`config.mk`:
```
export PLATFORM = sky130hd
export DESIGN_NAME = ram_burst_ctrl
export DESIGN_NICKNAME = d
export VERILOG_FILES = /design/src/rtl/ram_burst_pkg.sv /design/src/rtl/ram_burst_addr_gen.sv /design/src/rtl/ram_burst_ctrl.sv
export SDC_FILE = /design/constraint.sdc
export NUM_CORES = 1
export LEC_CHECK = 0
export ABC_CLOCK_PERIOD_IN_PS = 3000
export CORE_MARGIN = 4
export CORE_UTILIZATION = 40
export DETAILED_ROUTE_END_ITERATION = 10
export GPL_TIMING_DRIVEN = 1
export PLACE_DENSITY = 0.85
export SLEW_MARGIN = 20
export SYNTH_ARGS = -nofsm -noshare
export SYNTH_HDL_FRONTEND = slang
export SYNTH_SLANG_ARGS = --single-unit
export TNS_END_PERCENT = 10
```
`constraint.sdc`:
```
create_clock -name clk -period 3 [get_ports clk]
set_clock_uncertainty 0.15 [all_clocks]
set_input_delay 0.6 -clock clk [delete_from_list [all_inputs] [get_ports clk]]
set_output_delay 0.6 -clock clk [all_outputs]
set_load 0.03 [all_outputs]
```
`src/rtl/ram_burst_pkg.sv`:
```
// ram_burst_pkg: shared state encoding and default widths for the RAM burst controller.
package ram_burst_pkg;
    localparam int DEF_DW = 4;
    localparam int DEF_AW = 2;
    typedef enum logic [2:0] {IDLE, WR, RD_ADDR, RD_CAP, RD_OUT} ram_burst_state_t;
endpackage

```
`src/rtl/ram_burst_addr_gen.sv`:
```
// ram_burst_addr_gen: burst address/remaining-count tracking and command legality check.
// Defining RAM_BURST_CTRL_WRAP_EN lets bursts wrap past DEPTH-1 instead of rejecting them.
module ram_burst_addr_gen
    import ram_burst_pkg::*;
#(
    parameter int AW = DEF_AW
) (
    input  logic          clk,
    input  logic          rst,
    input  logic          i_load,
    input  logic          i_step,
    input  logic [AW-1:0] i_addr,
    input  logic [AW:0]   i_len,
    output logic [AW-1:0] o_addr,
    output logic          o_last,
    output logic          o_legal
);
    localparam logic [AW+1:0] DEPTH_W = (AW+2)'(2**AW);
    logic [AW-1:0] r_addr;
    logic [AW:0]   r_rem;
    logic [AW+1:0] w_end;
    logic          w_len_ok;
    always_comb begin
        w_end    = {2'b00, i_addr} + {1'b0, i_len};
        w_len_ok = (i_len != '0) && ({1'b0, i_len} <= DEPTH_W);
`ifdef RAM_BURST_CTRL_WRAP_EN
        o_legal  = w_len_ok;
`else
        o_legal  = w_len_ok && (w_end <= DEPTH_W);
`endif
        o_addr   = r_addr;
        o_last   = (r_rem == (AW+1)'(1));
    end
    always_ff @(posedge clk) begin
        if (rst) begin
            r_addr <= '0;
            r_rem  <= '0;
        end else if (i_load) begin
            r_addr <= i_addr;
            r_rem  <= i_len;
        end else if (i_step) begin
            r_addr <= r_addr + AW'(1);
            r_rem  <= r_rem - (AW+1)'(1);
        end
    end
endmodule

```
`src/rtl/ram_burst_ctrl.sv`:
```
// ram_burst_ctrl: burst initiator for one RAM port, bridging valid/ready streams to wr/en/addr/din/dout.
// Defining RAM_BURST_CTRL_WRAP_EN (in ram_burst_addr_gen) allows bursts to wrap the address space.
module ram_burst_ctrl
    import ram_burst_pkg::*;
#(
    parameter int DW = DEF_DW,
    parameter int AW = DEF_AW
) (
    input  logic          clk,
    input  logic          rst,
    input  logic          i_cmd_valid,
    output logic          o_cmd_ready,
    input  logic          i_cmd_write,
    input  logic [AW-1:0] i_cmd_addr,
    input  logic [AW:0]   i_cmd_len,
    input  logic [DW-1:0] i_wr_data,
    input  logic          i_wr_valid,
    output logic          o_wr_ready,
    output logic [DW-1:0] o_rd_data,
    output logic          o_rd_valid,
    input  logic          i_rd_ready,
    output logic          o_busy,
    output logic          o_done,
    output logic          o_err,
    output logic          o_ram_wr,
    output logic          o_ram_en,
    output logic [AW-1:0] o_ram_addr,
    output logic [DW-1:0] o_ram_din,
    input  logic [DW-1:0] i_ram_dout
);
    ram_burst_state_t r_state;
    logic [DW-1:0]    r_rd_data;
    logic             r_rd_valid;
    logic             r_done;
    logic             r_err;
    logic [AW-1:0]    w_addr;
    logic             w_last;
    logic             w_legal;
    logic             w_load;
    logic             w_step;
    logic             w_wr_beat;
    logic             w_rd_issue;
    ram_burst_addr_gen #(.AW(AW)) u_addr_gen (
        .clk     (clk),
        .rst     (rst),
        .i_load  (w_load),
        .i_step  (w_step),
        .i_addr  (i_cmd_addr),
        .i_len   (i_cmd_len),
        .o_addr  (w_addr),
        .o_last  (w_last),
        .o_legal (w_legal)
    );
    // RAM strobes are gated by rst so an aborted burst cannot land a write on the reset edge.
    always_comb begin
        w_wr_beat   = (r_state == WR) && i_wr_valid && !rst;
        w_rd_issue  = (r_state == RD_ADDR) && !rst;
        w_load      = (r_state == IDLE) && i_cmd_valid && w_legal && !rst;
        w_step      = w_wr_beat || ((r_state == RD_OUT) && i_rd_ready);
        o_cmd_ready = (r_state == IDLE) && !rst;
        o_wr_ready  = (r_state == WR);
        o_busy      = (r_state != IDLE);
        o_rd_data   = r_rd_data;
        o_rd_valid  = r_rd_valid;
        o_done      = r_done;
        o_err       = r_err;
        o_ram_en    = w_wr_beat || w_rd_issue;
        o_ram_wr    = w_wr_beat;
        o_ram_addr  = (w_wr_beat || w_rd_issue) ? w_addr : '0;
        o_ram_din   = w_wr_beat ? i_wr_data : '0;
    end
    always_ff @(posedge clk) begin
        if (rst) begin
            r_state    <= IDLE;
            r_rd_data  <= '0;
            r_rd_valid <= 1'b0;
            r_done     <= 1'b0;
            r_err      <= 1'b0;
        end else begin
            r_done <= 1'b0;
            r_err  <= 1'b0;
            case (r_state)
                IDLE: begin
                    if (i_cmd_valid) begin
                        if (w_legal) r_state <= i_cmd_write ? WR : RD_ADDR;
                        else r_err <= 1'b1;
                    end
                end
                WR: begin
                    if (i_wr_valid && w_last) begin
                        r_state <= IDLE;
                        r_done  <= 1'b1;
                    end
                end
                RD_ADDR: r_state <= RD_CAP;
                RD_CAP: begin
                    r_rd_data  <= i_ram_dout;
                    r_rd_valid <= 1'b1;
                    r_state    <= RD_OUT;
                end
                RD_OUT: begin
                    if (i_rd_ready) begin
                        r_rd_valid <= 1'b0;
                        r_done     <= w_last;
                        r_state    <= w_last ? IDLE : RD_ADDR;
                    end
                end
                default: r_state <= IDLE;
            endcase
        end
    end
endmodule

```
# Yosys cells after proc, flatten, opt, wreduce, memory -nomap -nowiden
# Index checks and enable logic that the tools add are counted.
[totals]
ff_bits = 15
out_inout_bits = 18
[op_classes]
addsub = 3
n_lt_le_gt_ge = 2
eq_ne = 9
mux = 19
bitwise_logic = 2
reduce_logical = 22
[op_table]
columns = ["op", "n"]
rows = [
  ["3-bit 2-to-1 mux", 6],
  ["3-bit case mux with 5 select lines", 1],
  ["1-bit logical AND", 11],
  ["2-bit 2-to-1 mux", 5],
  ["3-bit by 1-bit == test with 1-bit output (second input constant)", 2],
  ["3-bit by 2-bit == test with 1-bit output (second input constant)", 2],
  ["2-bit inequality test (second input constant)", 3],
  ["3-bit nonzero test", 2],
  ["2-bit by 3-bit adder with 4-bit output", 1],
  ["4-bit by 3-bit less-or-equal comparator with 1-bit output (second input constant)", 1],
  ["1-bit 2-to-1 mux", 4],
  ["4-bit 2-to-1 mux", 1],
  ["1-bit case mux with 2 select lines", 2],
  ["4-bit AND reduction", 1],
  ["2-bit nonzero test", 2],
  ["3-bit == test (second input constant)", 1],
  ["3-bit less-or-equal comparator (second input constant)", 1],
  ["3-bit zero test", 1],
  ["3-bit OR reduction", 1],
  ["3-bit by 1-bit subtractor with 3-bit output (second input constant)", 1],
  ["2-bit by 1-bit adder with 2-bit output (second input constant)", 1],
  ["1-bit logical OR", 2],
  ["2-bit by 1-bit inequality test with 1-bit output (second input constant)", 1],
  ["1-bit NOT", 2],
  ["2 further kinds", 2],
]

# Longest topological paths before layout
# Gate-level depths: netlist of run 1.
[depth]
word_depth = 6
ltp_mapped = 8

# Hierarchy
# From an unflattened synthesis of run 1, not the netlist that was laid out.
[hier_totals]
cells_unflattened = 105
hier_area_um2 = 914.6
[modules_own_cells]
columns = ["mod", "n_inst", "cells_per_inst", "area_per_inst_um2"]
rows = [
  ["ram_burst_ctrl", 1, 61, 536.8],
  ["ram_burst_addr_gen", 1, 44, 377.9],
]

# Worst setup path before layout of run 1
# Ideal clock, no wire load.
[synth_timing]
path_type = "input-to-output"
startpoint = "input rst"
endpoint = "output o_ram_din[0]"
t_arrival_ns = 1.852
setup_slack_ns = 0.398
cell_stages = 4
n_path_buf = 1
cell_sequence = "clkbuf_1 -> nand4bb_1 -> nor2_1 -> and2_1"
[synth_via]
elab_chain_len = 3
[synth_lines]
columns = ["item", "line", "text"]
rows = [
  ["start, declared", "ram_burst_ctrl.sv:10", "input logic rst,"],
  ["1-bit zero test", "ram_burst_ctrl.sv:56", "w_wr_beat = (r_state == WR) && i_wr_valid && !rst;"],
  ["1-bit logical AND", "ram_burst_ctrl.sv:56", ""],
  ["via o_ram_wr", "ram_burst_ctrl.sv:25", "output logic o_ram_wr,"],
  ["4-bit 2-to-1 mux", "ram_burst_ctrl.sv:70", "o_ram_din = w_wr_beat ? i_wr_data : '0;"],
  ["end, declared", "ram_burst_ctrl.sv:28", "output logic [DW-1:0] o_ram_din,"],
]
# The timed path passes the listed nets, and every way through them passes these cells.

# Worst setup path in the final report of run 1
[layout_timing]
startpoint = "input rst"
endpoint = "output o_ram_din[1]"
[layout_via]
elab_chain_len = 3
[layout_lines]
columns = ["item", "line"]
rows = [
  ["1-bit zero test", "ram_burst_ctrl.sv:56"],
  ["1-bit logical AND", "ram_burst_ctrl.sv:56"],
  ["4-bit 2-to-1 mux", "ram_burst_ctrl.sv:70"],
]
# No other way between the ends.

==> results of run 1 <==
cell usage after synthesis (2+ instances only):
master / n
nand2b_1: 3
and3_1: 3
nor3_1: 4
ha_1: 4
nand3b_1: 2
o221a_2: 2
o21ai_0: 4
a21oi_1: 15
nand3_1: 5
nor2_1: 6
and2_1: 6
a211oi_1: 2
nand2_1: 11
clkbuf_1: 4
inv_1: 7
a211o_1: 2
nor2b_1: 3
dfxtp_1: 15
metal layers:
| layer | vias up | part of all wire [%] | wire length (µm) |
|---|---|---|---|
| met3 | 8 | 6.2 | 148 |
| met1 | 435 | 38 | 909 |
| li1 | 474 | - | - |
| met5 | - | 0 | 0 |
| met4 | 0 | 1.2 | 29 |
| met2 | 33 | 54 | 1280 |
state kept, by name, summed over array words and instances, names as in the netlist:
name	cells
o_rd_data	4
o_err	1
u_addr_gen.o_addr	2
u_addr_gen.r_rem	3
o_done	1
o_rd_valid	1
r_state	3
area by class of cell:
cell class              count  area, µm²
clock buffers               4       26.3
fillers                   182        762
inverters                   7       26.3
multi-input cells          87        561
flip-flops and latches     15        300
well taps                  27       33.8
repair buffers             38        353
how the worst max path moves through the flow:
stage	start	end	slack [ps]	cells past startpoint
finish	rst	o_ram_din[1]	220	5
global route	rst	o_ram_din[1]	100	5
global placement	i_cmd_len[0]	u_addr_gen.o_addr[0]	110	9
CTS	rst	o_ram_din[1]	230	5
floorplan	rst	o_ram_din[0]	400	4
detailed placement	i_cmd_len[0]	u_addr_gen.r_rem[0]	-30	9
worst reg2reg max path: cells and delay by family, from the launching register on:
| kind | cells | cell delay, ps |
|---|---|---|
| flip-flops | 1 | 480 |
| AO/OA/AOI/OAI | 2 | 470 |
| AND/OR/NAND/NOR | 3 | 890 |
report_power, final:
part	switching, mW	internal (mW)
sequential	0.0109	0.207
combinational	0.0624	0.0634
clock	0.0638	0.0518
through the flow:
stage / setup TNS, ps / setup slack, ps / hold WS (ps)
floorplan: 0 / 398 / 358
global placement: 0 / 115 / 291
detailed placement: -51.7 / -29.9 / 299
CTS: 0 / 232 / 312
global route: 0 / 95.1 / 351
finish: 0 / 216 / 307
cell families after synthesis:
family	Yosys count
compound gates	29
xor+xnor	2
fa+ha+maj	5
buf+inv	12
flops	15
simple gates	51
==> summary.txt, run 1 <==
Run status
  – Outcome: complete, no violations

Placed design
  – Placed Cells: 174
  – Routability cong.: 0.741
  – Port buffer count: 36
  – Area post-placement: 1270 µm²
  – Estimated wirelength of the detail-placed design: 1.88 mm

STA
  – RSZ-0062 raised after global routing: no
  – Final hold vios: 0
  – Post-layout minimum cycle time: 2780 ps
  – Total of endpoints with negative setup slack in the final report: 0
  – Actual slew at the worst max-slew pin: 582 ps
  – Crit share post-route: 92.8%
  – Worst max-slew margin expressed relative to the limit: 61.2%
  – Max-slew violation total from the final report: 0
  – Highest clock rate: 359 MHz

Setup path
  – Slowest-stage cell, CP: clkdlybuf4s50_1
  – Worst-path cell chain: clkdlybuf4s50_1 -> nand4bb_1 -> nor2_1 -> and2_1 -> buf_4
  – Critical Path Fanout Max: 9
  – Type of element launching the critical path: input port
  – Required time reported for the critical path endpoint: 2250 ps
  – Arrival time of the worst setup path: 2030 ps
  – Capture instance of the worst register-to-register path: u_addr_gen.r_rem[0]
  – Kind of end point of the critical path: primary output
  – Crit-path leading delay family: buffers and inverters
  – Logic depth of the worst register-to-register path: 5
  – Slowest cell delay on critical path: 570 ps
  – Classification of the worst setup path: input port to primary output
  – Worst Path Buf+Inv: 2
  – Register-to-register setup slack: 960 ps
  – Reg-to-reg startpoint: r_state[1]

Final layout
  – Count of antenna diodes in the layout: 0
  – Non-filler cells, final: 178
  – Final Cell Area: 1300 µm²
  – Share of the core filled with cells in the final layout: 63.0%
  – Layout overhead on the synthesized area: 43.3%
  – Ratio of cells with drive above 1 in the final layout: 13.2%
  – Most common cell after layout, fill and taps aside: clkdlybuf4s50_1
  – Fin nets: 176
  – Most frequent cells in the layout: clkdlybuf4s50_1 (27), a21oi_1 (15), dfxtp_1 (15), nand2_1 (11), buf_4 (11)

Pwr
  – Power density relative to cell area: 354 nW/µm²
  – IR Drop Worst-Case VDD: 0.000252 V
  – Leak Pwr: 0.521 nW
  – Overall power after layout: 0.460 mW

Clock network
  – Maximum clock path buffer count: 2
  – CTS tree: built
  – Clock root buffer: clkbuf_4
  – Clk Latency, worst-skew pair: 290 ps
  – Hold buffer count at CTS: 0
  – Clock tree sinks: 15
  – Number of gates resized after cts: 0
  – Number of post-CTS setup repair buffers: 0
  – Num CTS Buffers: 3
  – Clock-pin slew of the registers on the worst-case setup and hold paths: 80 ps
  – Htree depth: 1

Synth
  – Cell types occupying the most area after synthesis: dfxtp_1 (33%), a21oi_1 (8.3%), ha_1 (5.5%), nand2_1 (4.6%), and2_1 (4.1%)
  – Fraction of synthesized cell area taken by the top area cell type: 33.1%
  – Netlist area before placement: 907 µm²
  – Syn Nets: 138
  – Average cell area after synthesis: 7.96 µm²
  – Post-synthesis share of cell area spent on and, or, nand and nor gates: 32.0%
  – Number of enable flip-flop cells after synthesis: 0
  – Multiplexer area fraction after synthesis: 0%
  – Number of warnings issued by yosys: 0
  – Number of register bits inferred by synthesis: 15
  – Cell taking the most area after synthesis: dfxtp_1
  – Most used DFF post-synth: dfxtp_1
  – Largest family of logic cells by synthesized area: simple AND/OR/NAND/NOR gates
  – Share of the yosys chip area belonging to registers: 33.1%
  – Synth Area in Adders: 7.72%
  – Mapped Cells: 114
  – Xor and xnor area share after synthesis: 1.93%
  – Ys async rst share: 0%
  – Compound-Gate Fraction of Synth Area: 20.1%
  – Netlist cell types: 34

Global route
  – Met3 usage: 4.87%
  – Total congestion overflow after global routing: 0
  – GR Util met1: 18.2%
  – All-layer global routing usage: 16.6%
  – Via count of the first global-routing pass: 913
  – Met2 Resource Use GR: 30.1%
  – Initial antenna violation count: 0
  – Pin count of the biggest net entering global routing: 18
  – Wire length of the first global-routing pass: 4.15 mm
  – Top Usage Layer GRT: met2

Drt
  – Via-to-Cell Ratio: 5.34
  – DRC violation count after routing: 0
  – Number of nets with antenna violations after detailed routing: 0
  – Wirelength, routed: 2.37 mm
  – Number of detailed-routing iterations run before antenna repair: 4
  – Number of DRC violations after detailed-routing iteration 0: 30
  – Wire length per cell after detailed routing: 13.3 µm
  – Routed via count: 950

Floorplanning
  – Placeable Area: 2060 µm²
  – Initial Utilization: 44.0%
  – Overall die height: 55.6 µm
  – Width of the chip: 55.6 µm
  – Top-level I/O count: 37
  – FP Rows: 16
  – Die area: 3090 µm²

Min path
  – Terminating pin of the worst hold path: o_rd_data[3]
  – Class of the worst hold path: flop to flop
  – Hold path start: o_rd_data[3]
  – Hold Path Cell Cnt: 2

Run
  – Number of maximum-capacitance constraint violations: 0
Note: power is estimated with default switching activity, not from simulation.
==> run 2, diff against run 1 <==
- CTS_CLUSTER_SIZE: unset -> 16
==> results of run 2 <==
Same layout as run 1: the final DEF is identical, and so are final timing and power.
